### src/rtl/lcd_cmd_host.sv
// lcd_cmd_host: queues 4-bit commands for the 8x8 LCD controller, issues them against busy,
// and captures the 64-byte IRAM write stream. Define CMD_TIMEOUT_EN to add the watchdog.
module lcd_cmd_host #(
  parameter int DEPTH   = 16,
  parameter int TIMEOUT = 255
) (
  input  logic        clk,
  input  logic        reset,
  input  logic [3:0]  cmd_in,
  input  logic        cmd_in_valid,
  output logic        cmd_in_ready,
  input  logic        start,
  input  logic        busy,
  output logic [3:0]  cmd,
  output logic        cmd_valid,
  input  logic        IRAM_valid,
  input  logic [5:0]  IRAM_A,
  input  logic [7:0]  IRAM_D,
  input  logic        done,
  output logic [13:0] img_sum,
  output logic [6:0]  wr_count,
  output logic        finished,
  output logic        err,
  output logic        timeout
);

  // state      | meaning
  // IDLE       | accepting script pushes, waiting for start
  // WAIT_READY | waiting for busy=0 with a queued command
  // ISSUE      | cmd_valid strobe, FIFO head popped
  // GUARD      | one cycle ignoring busy while the controller updates
  // WAIT_BUSY  | waiting for the controller to drop busy
  // CAPTURE    | accumulating IRAM write beats
  // FINISH     | sequence complete, held until reset
  localparam logic [2:0] S_IDLE       = 3'd0;
  localparam logic [2:0] S_WAIT_READY = 3'd1;
  localparam logic [2:0] S_ISSUE      = 3'd2;
  localparam logic [2:0] S_GUARD      = 3'd3;
  localparam logic [2:0] S_WAIT_BUSY  = 3'd4;
  localparam logic [2:0] S_CAPTURE    = 3'd5;
  localparam logic [2:0] S_FINISH     = 3'd6;

  localparam int AW = (DEPTH > 1) ? $clog2(DEPTH) : 1;
  localparam logic [AW:0] FULL_OCC = (AW+1)'(DEPTH);

  logic [2:0]    state, state_nx, state_d;
  logic [3:0]    mem [DEPTH];
  logic [AW-1:0] wr_ptr, rd_ptr;
  logic [AW:0]   occ;
  logic          fifo_empty, fifo_full, push, pop;
  logic          beat, cap_end, wd_fire, err_set;
  logic [6:0]    wr_count_nx;

  assign fifo_empty   = (occ == '0);
  assign fifo_full    = (occ == FULL_OCC);
  assign pop          = (state == S_ISSUE);
  // A slot freed by this cycle's pop may be refilled in the same cycle.
  assign cmd_in_ready = (!fifo_full || pop) && (state != S_FINISH);
  assign push         = cmd_in_valid && cmd_in_ready;
  assign cmd_valid    = (state == S_ISSUE);
  assign finished     = (state == S_FINISH);

  always_ff @(posedge clk or negedge reset) begin
    if (!reset) begin
      wr_ptr <= '0;
      rd_ptr <= '0;
      occ    <= '0;
      for (int i = 0; i < DEPTH; i++) mem[i] <= 4'd0;
    end else begin
      if (push) begin
        mem[wr_ptr] <= cmd_in;
        wr_ptr      <= wr_ptr + 1'b1;
      end
      if (pop) rd_ptr <= rd_ptr + 1'b1;
      case ({push, pop})
        2'b10:   occ <= occ + 1'b1;
        2'b01:   occ <= occ - 1'b1;
        default: occ <= occ;
      endcase
    end
  end

  assign beat        = (state == S_CAPTURE) && IRAM_valid;
  assign wr_count_nx = wr_count + {6'd0, beat};
  assign cap_end     = (wr_count_nx == 7'd64) || done;
  assign err_set     = (IRAM_valid && (state != S_CAPTURE))
                    || (beat && (IRAM_A != wr_count[5:0]))
                    || ((state == S_CAPTURE) && done && (wr_count_nx < 7'd64))
                    || wd_fire;

  always_comb begin
    state_nx = state;
    case (state)
      S_IDLE:       if (start) state_nx = S_WAIT_READY;
      S_WAIT_READY: if (!busy && !fifo_empty) state_nx = S_ISSUE;
      S_ISSUE:      state_nx = (cmd == 4'd0) ? S_CAPTURE : S_GUARD;
      S_GUARD:      state_nx = S_WAIT_BUSY;
      S_WAIT_BUSY:  if (!busy) state_nx = S_WAIT_READY;
      S_CAPTURE:    if (cap_end) state_nx = S_FINISH;
      S_FINISH:     state_nx = S_FINISH;
      default:      state_nx = S_IDLE;
    endcase
  end

  assign state_d = wd_fire ? S_FINISH : state_nx;

`ifdef CMD_TIMEOUT_EN
  localparam int TW = $clog2(TIMEOUT + 1);
  localparam logic [TW-1:0] WD_LOAD = TW'(TIMEOUT - 1);

  logic [TW-1:0] wd_cnt;
  logic          wd_timed, wd_reload, timeout_q;

  assign wd_timed  = (state == S_GUARD) || (state == S_WAIT_BUSY) || (state == S_CAPTURE);
  assign wd_reload = (state_nx != state) || beat;
  assign wd_fire   = wd_timed && !wd_reload && (wd_cnt == '0);
  assign timeout   = timeout_q;

  // Down-counter preloaded with TIMEOUT-1; terminal count marks the TIMEOUT-th idle cycle.
  always_ff @(posedge clk or negedge reset) begin
    if (!reset) begin
      wd_cnt    <= WD_LOAD;
      timeout_q <= 1'b0;
    end else begin
      if (wd_reload || !wd_timed) wd_cnt <= WD_LOAD;
      else if (wd_cnt != '0)      wd_cnt <= wd_cnt - 1'b1;
      if (wd_fire) timeout_q <= 1'b1;
    end
  end
`else
  localparam int unused_timeout = TIMEOUT;
  assign wd_fire = 1'b0;
  assign timeout = 1'b0;
`endif

  always_ff @(posedge clk or negedge reset) begin
    if (!reset) begin
      state    <= S_IDLE;
      cmd      <= 4'd0;
      img_sum  <= 14'd0;
      wr_count <= 7'd0;
      err      <= 1'b0;
    end else begin
      state <= state_d;
      if (state_d == S_ISSUE) cmd <= mem[rd_ptr];
      if (beat) img_sum <= img_sum + {6'd0, IRAM_D};
      wr_count <= wr_count_nx;
      if (err_set) err <= 1'b1;
    end
  end

endmodule

### config.mk
export PLATFORM = sky130hd
export DESIGN_NAME = lcd_cmd_host
export DESIGN_NICKNAME = d
export VERILOG_FILES = /design/src/rtl/lcd_cmd_host.sv
export SDC_FILE = /design/constraint.sdc
export NUM_CORES = 1
export LEC_CHECK = 0
export CAP_MARGIN = 10
export CORE_MARGIN = 4
export CORE_UTILIZATION = 54
export CTS_CLUSTER_DIAMETER = 150
export DETAILED_ROUTE_END_ITERATION = 8
export MAX_ROUTING_LAYER = met4
export PLACE_DENSITY = 0.85
export SYNTH_ARGS = -nofsm -noshare
export SYNTH_HDL_FRONTEND = slang
export SYNTH_SLANG_ARGS = --single-unit
### constraint.sdc
create_clock -name clk -period 3.01 [get_ports clk]
set_input_delay 0.602 -clock clk [delete_from_list [all_inputs] [get_ports clk]]
set_output_delay 0.602 -clock clk [all_outputs]
set_load 0.03 [all_outputs]
Word-level counts from Yosys, hierarchy flattened
Index checks and enable logic that the tools add are counted.
{"block": "classes", "add_sub_neg": 6, "n_mux": 13, "reduce_logical": 20, "order_cmp": 4, "bitwise_logic": 2, "n_eq_ne": 14}
{"op": "64-bit bitwise mux", "count": 1}
{"op": "3-bit one-hot mux with 7 select lines", "count": 1}
{"op": "4-bit binary-select mux with 4-bit select", "count": 1}
{"op": "4-bit demux with 4-bit select", "count": 1}
{"op": "3-bit 2-to-1 mux", "count": 5}
{"op": "14-bit by 8-bit adder with 14-bit output", "count": 1}
{"op": "4-bit 2-to-1 mux", "count": 3}
{"op": "5-bit >= comparator, second input constant", "count": 2}
{"op": "4-bit NOT with 5-bit output", "count": 2}
{"op": "5-bit one-hot mux with 2 select lines", "count": 1}
{"op": "3-bit by 2-bit equality test with 1-bit output, second input constant", "count": 3}
{"op": "3-bit equality test, second input constant", "count": 3}
{"op": "1-bit logical AND", "count": 9}
{"op": "4-bit by 1-bit adder with 4-bit output, second input constant", "count": 2}
{"op": "7-bit by 1-bit adder with 7-bit output", "count": 1}
{"op": "7-bit equality test, second input constant", "count": 1}
{"op": "7-bit less-than comparator, second input constant", "count": 1}
{"op": "3-bit inequality test, second input constant", "count": 2}
{"op": "6-bit inequality test", "count": 1}
{"op": "5-bit by 1-bit adder with 5-bit output, second input constant", "count": 1}
{"op": "5-bit equality test, second input constant", "count": 1}
{"op": "5-bit zero test", "count": 1}
{"op": "5-bit by 1-bit less-than comparator with 1-bit output, second input constant", "count": 1}
{"op": "5-bit by 1-bit subtractor with 5-bit output, second input constant", "count": 1}
{"op": "8 further kinds", "count": 13}
{"block": "totals", "output_inout_bits": 30, "in_bits": 25, "register_bits": 106, "elab_cells": 83}

Depth between registers and ports, before layout
{"block": "depth", "depth_word": 8, "ltp_mapped": 13, "depth_no_buf": 13}

Least setup slack after synthesis
Ideal clock, no wire load.
{"block": "synth_timing", "kind": "reg2reg", "from": "register state[0]", "to": "register occ[4]", "setup_time_ps": 127, "required_time_ps": 2883, "setup_slack_ps": 323, "n_path_buf": 0, "arrival_ps": 2560, "path_stages_with_launch": 13, "period_less_slack_ps": 2687, "cell_sequence": "dfrtp_1 inv_2 nand2_1 nor2_1 ha_1 inv_1 fa_1 inv_1 a21o_1 a21oi_1 xnor2_1 nor2_1 xor2_1"}
{"block": "synth_via", "elab_chain_cells": 6, "elab_cells_between_ends": 9, "cone_classes": "eq/ne: 4; mux: 1; reduce/logical: 4"}
{"item": "from (decl)", "line_no": "46", "source": "logic [2:0] state, state_nx, state_d;"}
{"item": "from (signal assigned)", "line_no": "144", "source": "state <= state_d;"}
{"item": "3-bit by 2-bit equality test with 1-bit output (*)"}
{"item": "net cmd_valid", "line_no": "15", "source": "output logic cmd_valid,"}
{"item": "1-bit logical OR", "line_no": "58", "source": "assign cmd_in_ready = (!fifo_full || pop) && (state != S_FINISH);"}
{"item": "1-bit logical AND", "line_no": "58"}
{"item": "1-bit logical AND", "line_no": "59", "source": "assign push = cmd_in_valid && cmd_in_ready;"}
{"item": "2-bit by 1-bit equality test with 1-bit output or 2-bit equality test (tied branches)", "line_no": "75", "source": "case ({push, pop})"}
{"item": "5-bit one-hot mux with 2 select lines or 2-bit nonzero test (tied branches)"}
{"item": "to (signal assigned)", "line_no": "76", "source": "2'b10: occ <= occ + 1'b1;"}
{"item": "to (signal assigned)", "line_no": "77", "source": "2'b01: occ <= occ - 1'b1;"}
{"item": "to (decl)", "line_no": "49", "source": "logic [AW:0] occ;"}
Mark *: on every way through the listed nets, which the timed path passes. The rest lies on a longest branch.
A chain may end at the register's enable or synchronous reset.

Worst setup path in the final report
{"block": "layout_timing", "from": "register state[2]", "to": "output cmd_in_ready"}
{"block": "layout_via", "elab_chain_cells": 3, "elab_cells_between_ends": 4, "cone_classes": "eq/ne: 2; reduce/logical: 2"}
{"item": "3-bit by 2-bit equality test with 1-bit output", "line_no": "56", "source": "assign pop = (state == S_ISSUE);"}
{"item": "1-bit logical OR", "line_no": "58"}
{"item": "1-bit logical AND (*)", "line_no": "58"}
{"item": "to (decl)", "line_no": "11", "source": "output logic cmd_in_ready,"}
Mark *: on every way between the ends. The rest lies on a longest branch, timed or not.

==> flow_summary.ini <==
[outcome]
status = finished clean

[place]
dpl.hpwl_mm = 8.49
routabilityCongestion = 0.869
port_buffers = 53

[timing]
relSlewSlack = 0.421
finalSetupViolations = 0
layout_min_cycle_time_ns = 2.73
drv_slew = 0
hold_viol = 0
grt_setup_unrepaired = false
period_share = 0.906
fmax_mhz = 367
tns_ns = 0
fin_skew_ns = 0.0114
max_slew.worst_pin.slew_ns = 0.868

[floorplan]
die_h_um = 109
initial_core_util = 0.558
die_width_um = 109
rows = 36
coreArea_um2 = 9820
die_area_um2 = 11800
ioPinCount = 55

[power_and_ir_drop]
powerDensity_nw_per_um2 = 1010
ir_drop_uv = 472
leakagePower_nw = 2.81
finalPower_mw = 6.35

[setup_path]
r2r-end = occ[4]
ff2ff_path_depth = 12
start_kind = register
critPathKind = reg -> out
crit_path_end_kind = output port
worst-endpoint-arrival_ns = 2.13
regToRegStartpoint = occ[0]
worstPathMaxFanout = 11
reg2reg_slack_ns = 0.30
required_ns = 2.41

[route]
via_per_inst = 5.66
drt_iter0_drc = 139
drc = 0
drt-total-wl_mm = 11.3
firstDrtPassIters = 4
drtAntennaViolNets = 0
post_drt_wl_per_cell_um = 18.2
dr_total_vias = 3507

[synth]
synth_area_um2 = 5480
synth_area_leaders = dfrtp_1 48%, mux2_2 14%, mux4_2 6.6%
syn_area_per_cell_um2 = 12.7
ys_warn_count = 0
syn_inst = 430
synth_edf_count = 0
synth_seq_cells = 106
synth.distinct_cells = 55
ys.flop_type = dfrtp_1
mappedNetlistNets = 476
seq_area_frac_synth = 0.484
netlist.area_leader.share = 0.484
synth_top_cell_by_area = dfrtp_1
async_reset_ff_frac = 1.00

[grt]
grt_start_max_net_pins = 72
antenna_found_initial = 0
grt_pass1_vias = 3766
grt_overflow = 0
grt_usage = 0.210
grt_pass1_wl_mm = 18.8

[clock_network]
cts_sinks = 106
htreeDepth = 3
path_clk_slew_ns = 0.10
clk_path_buf_depth = 2
cts_buffers = 9
cts-root-buf = clkbuf_8
hold_buffers = 0
cts_resized = 0
postCtsSetupBuffers = 0
cts_tree = done
clock_latency_ns = 0.37

[layout]
fillCellCount = 761
mostFrequentLayoutCell = dfrtp_1
drive_above_1_share = 0.271
most-common-layout-cells = 106 x dfrtp_1, 68 x mux2_2, 52 x clkdlybuf4s50_1, 31 x nand2_1
n_antenna_cell = 0
synthToLayoutAreaGrowth_pct = 15.1
final_nets = 528

[hold_path]
min_path_type = in -> async

[flow_run]
maxCapViolCount = 0
==> critical path, cell delays in order (launching register included) <==
cell and delay [ns]:
dfrtp_1 0.51, and3_4 0.25, a31oi_4 0.27, clkdlybuf4s50_1 0.73
==> cell families (layout without fill, tap and decap cells) <==
family	Yosys count	count (layout)	synth area share
other cells	1	1	0.000685
xor+xnor	33	33	0.0528
simple gates	94	94	0.102
mux	90	90	0.217
fa+ha+maj	21	21	0.0507
compound gates	51	51	0.0589
buf+inv	34	91	0.0336
flops	106	106	0.484
==> how the worst max path moves through the flow <==
| stage | endpoint | startpoint |
|---|---|---|
| after CTS | cmd_in_ready | state[2] |
| after detailed placement | state[0] | IRAM_valid |
| after global placement | state[0] | IRAM_valid |
| final | cmd_in_ready | state[2] |
| after floorplan | occ[4] | state[0] |
| after global routing | occ[4] | occ[1] |
==> layer usage <==
layer  vias to the layer above  share of wire  GRT usage
met2                        95           0.52      0.366
met3                        12          0.051     0.0468
li1                       1646              -          -
met4                         0         0.0099     0.0415
met1                      1754           0.42      0.254
met5                         -              0          -
==> state kept, by name, indices dropped and copies added (netlist names) <==
register and cells:
err 1, rd_ptr 4, wr_ptr 4, mem 64, occ 5, cmd 4, state 3, img_sum 14
wr_count 7
==> cell usage after synthesis (2+ instances only) <==
library cell	count
nor3_1	8
ha_1	19
a21o_1	5
a21oi_1	12
buf_2	3
dlygate4sd3_1	4
o31ai_1	2
dfrtp_1	106
clkbuf_1	4
o21ai_0	17
xor2_1	19
mux2_1	2
nand3_1	6
nor2b_1	2
nand3_2	11
inv_2	2
and3_4	2
clkbuf_2	2
nor2_1	15
xnor2_1	14
inv_1	13
mux4_2	16
o21ai_1	2
and3b_4	2
mux2i_1	4
o21a_1	2
fa_1	2
and3_1	3
nor4_1	2
a31oi_1	3
nand2_1	31
buf_4	3
nand4_1	3
mux2_2	68
==> area by class of cell <==
cell class / count / area [um^2] / share of cell area
flip-flops and latches: 106 / 2650 / 0.421
clock buffers: 10 / 138 / 0.0218
clock inverters: 6 / 72.6 / 0.0115
well taps: 133 / 166 / 0.0264
repair buffers: 60 / 581 / 0.0921
inverters: 15 / 56.3 / 0.00893
multi-input cells: 290 / 2640 / 0.419
==> power breakdown <==
part | leakage [nW] | internal [mW] | switching, mW | total, mW
clock | 0.109 | 0.420 | 0.497 | 0.917
combinational | 1.37 | 1.49 | 1.36 | 2.85
sequential | 1.33 | 2.04 | 0.546 | 2.58
total | 2.81 | 3.95 | 2.41 | 6.35
==> per-stage QoR <==
stage | hold WS, ns | worst slack, ns | cells | util | area, um^2
after global placement | 0.455 | 0.187 | 604 | 0.621 | 6100
after CTS | 0.370 | 0.277 | 620 | 0.642 | 6310
after floorplan | 0.306 | 0.323 | 430 | - | 5480
final | 0.333 | 0.283 | 620 | 0.642 | 6310
after detailed placement | 0.483 | 0.112 | 604 | 0.621 | 6100
after global routing | 0.397 | 0.0857 | 620 | 0.642 | 6310
No activity file was read; power rests on OpenSTA's default activity.
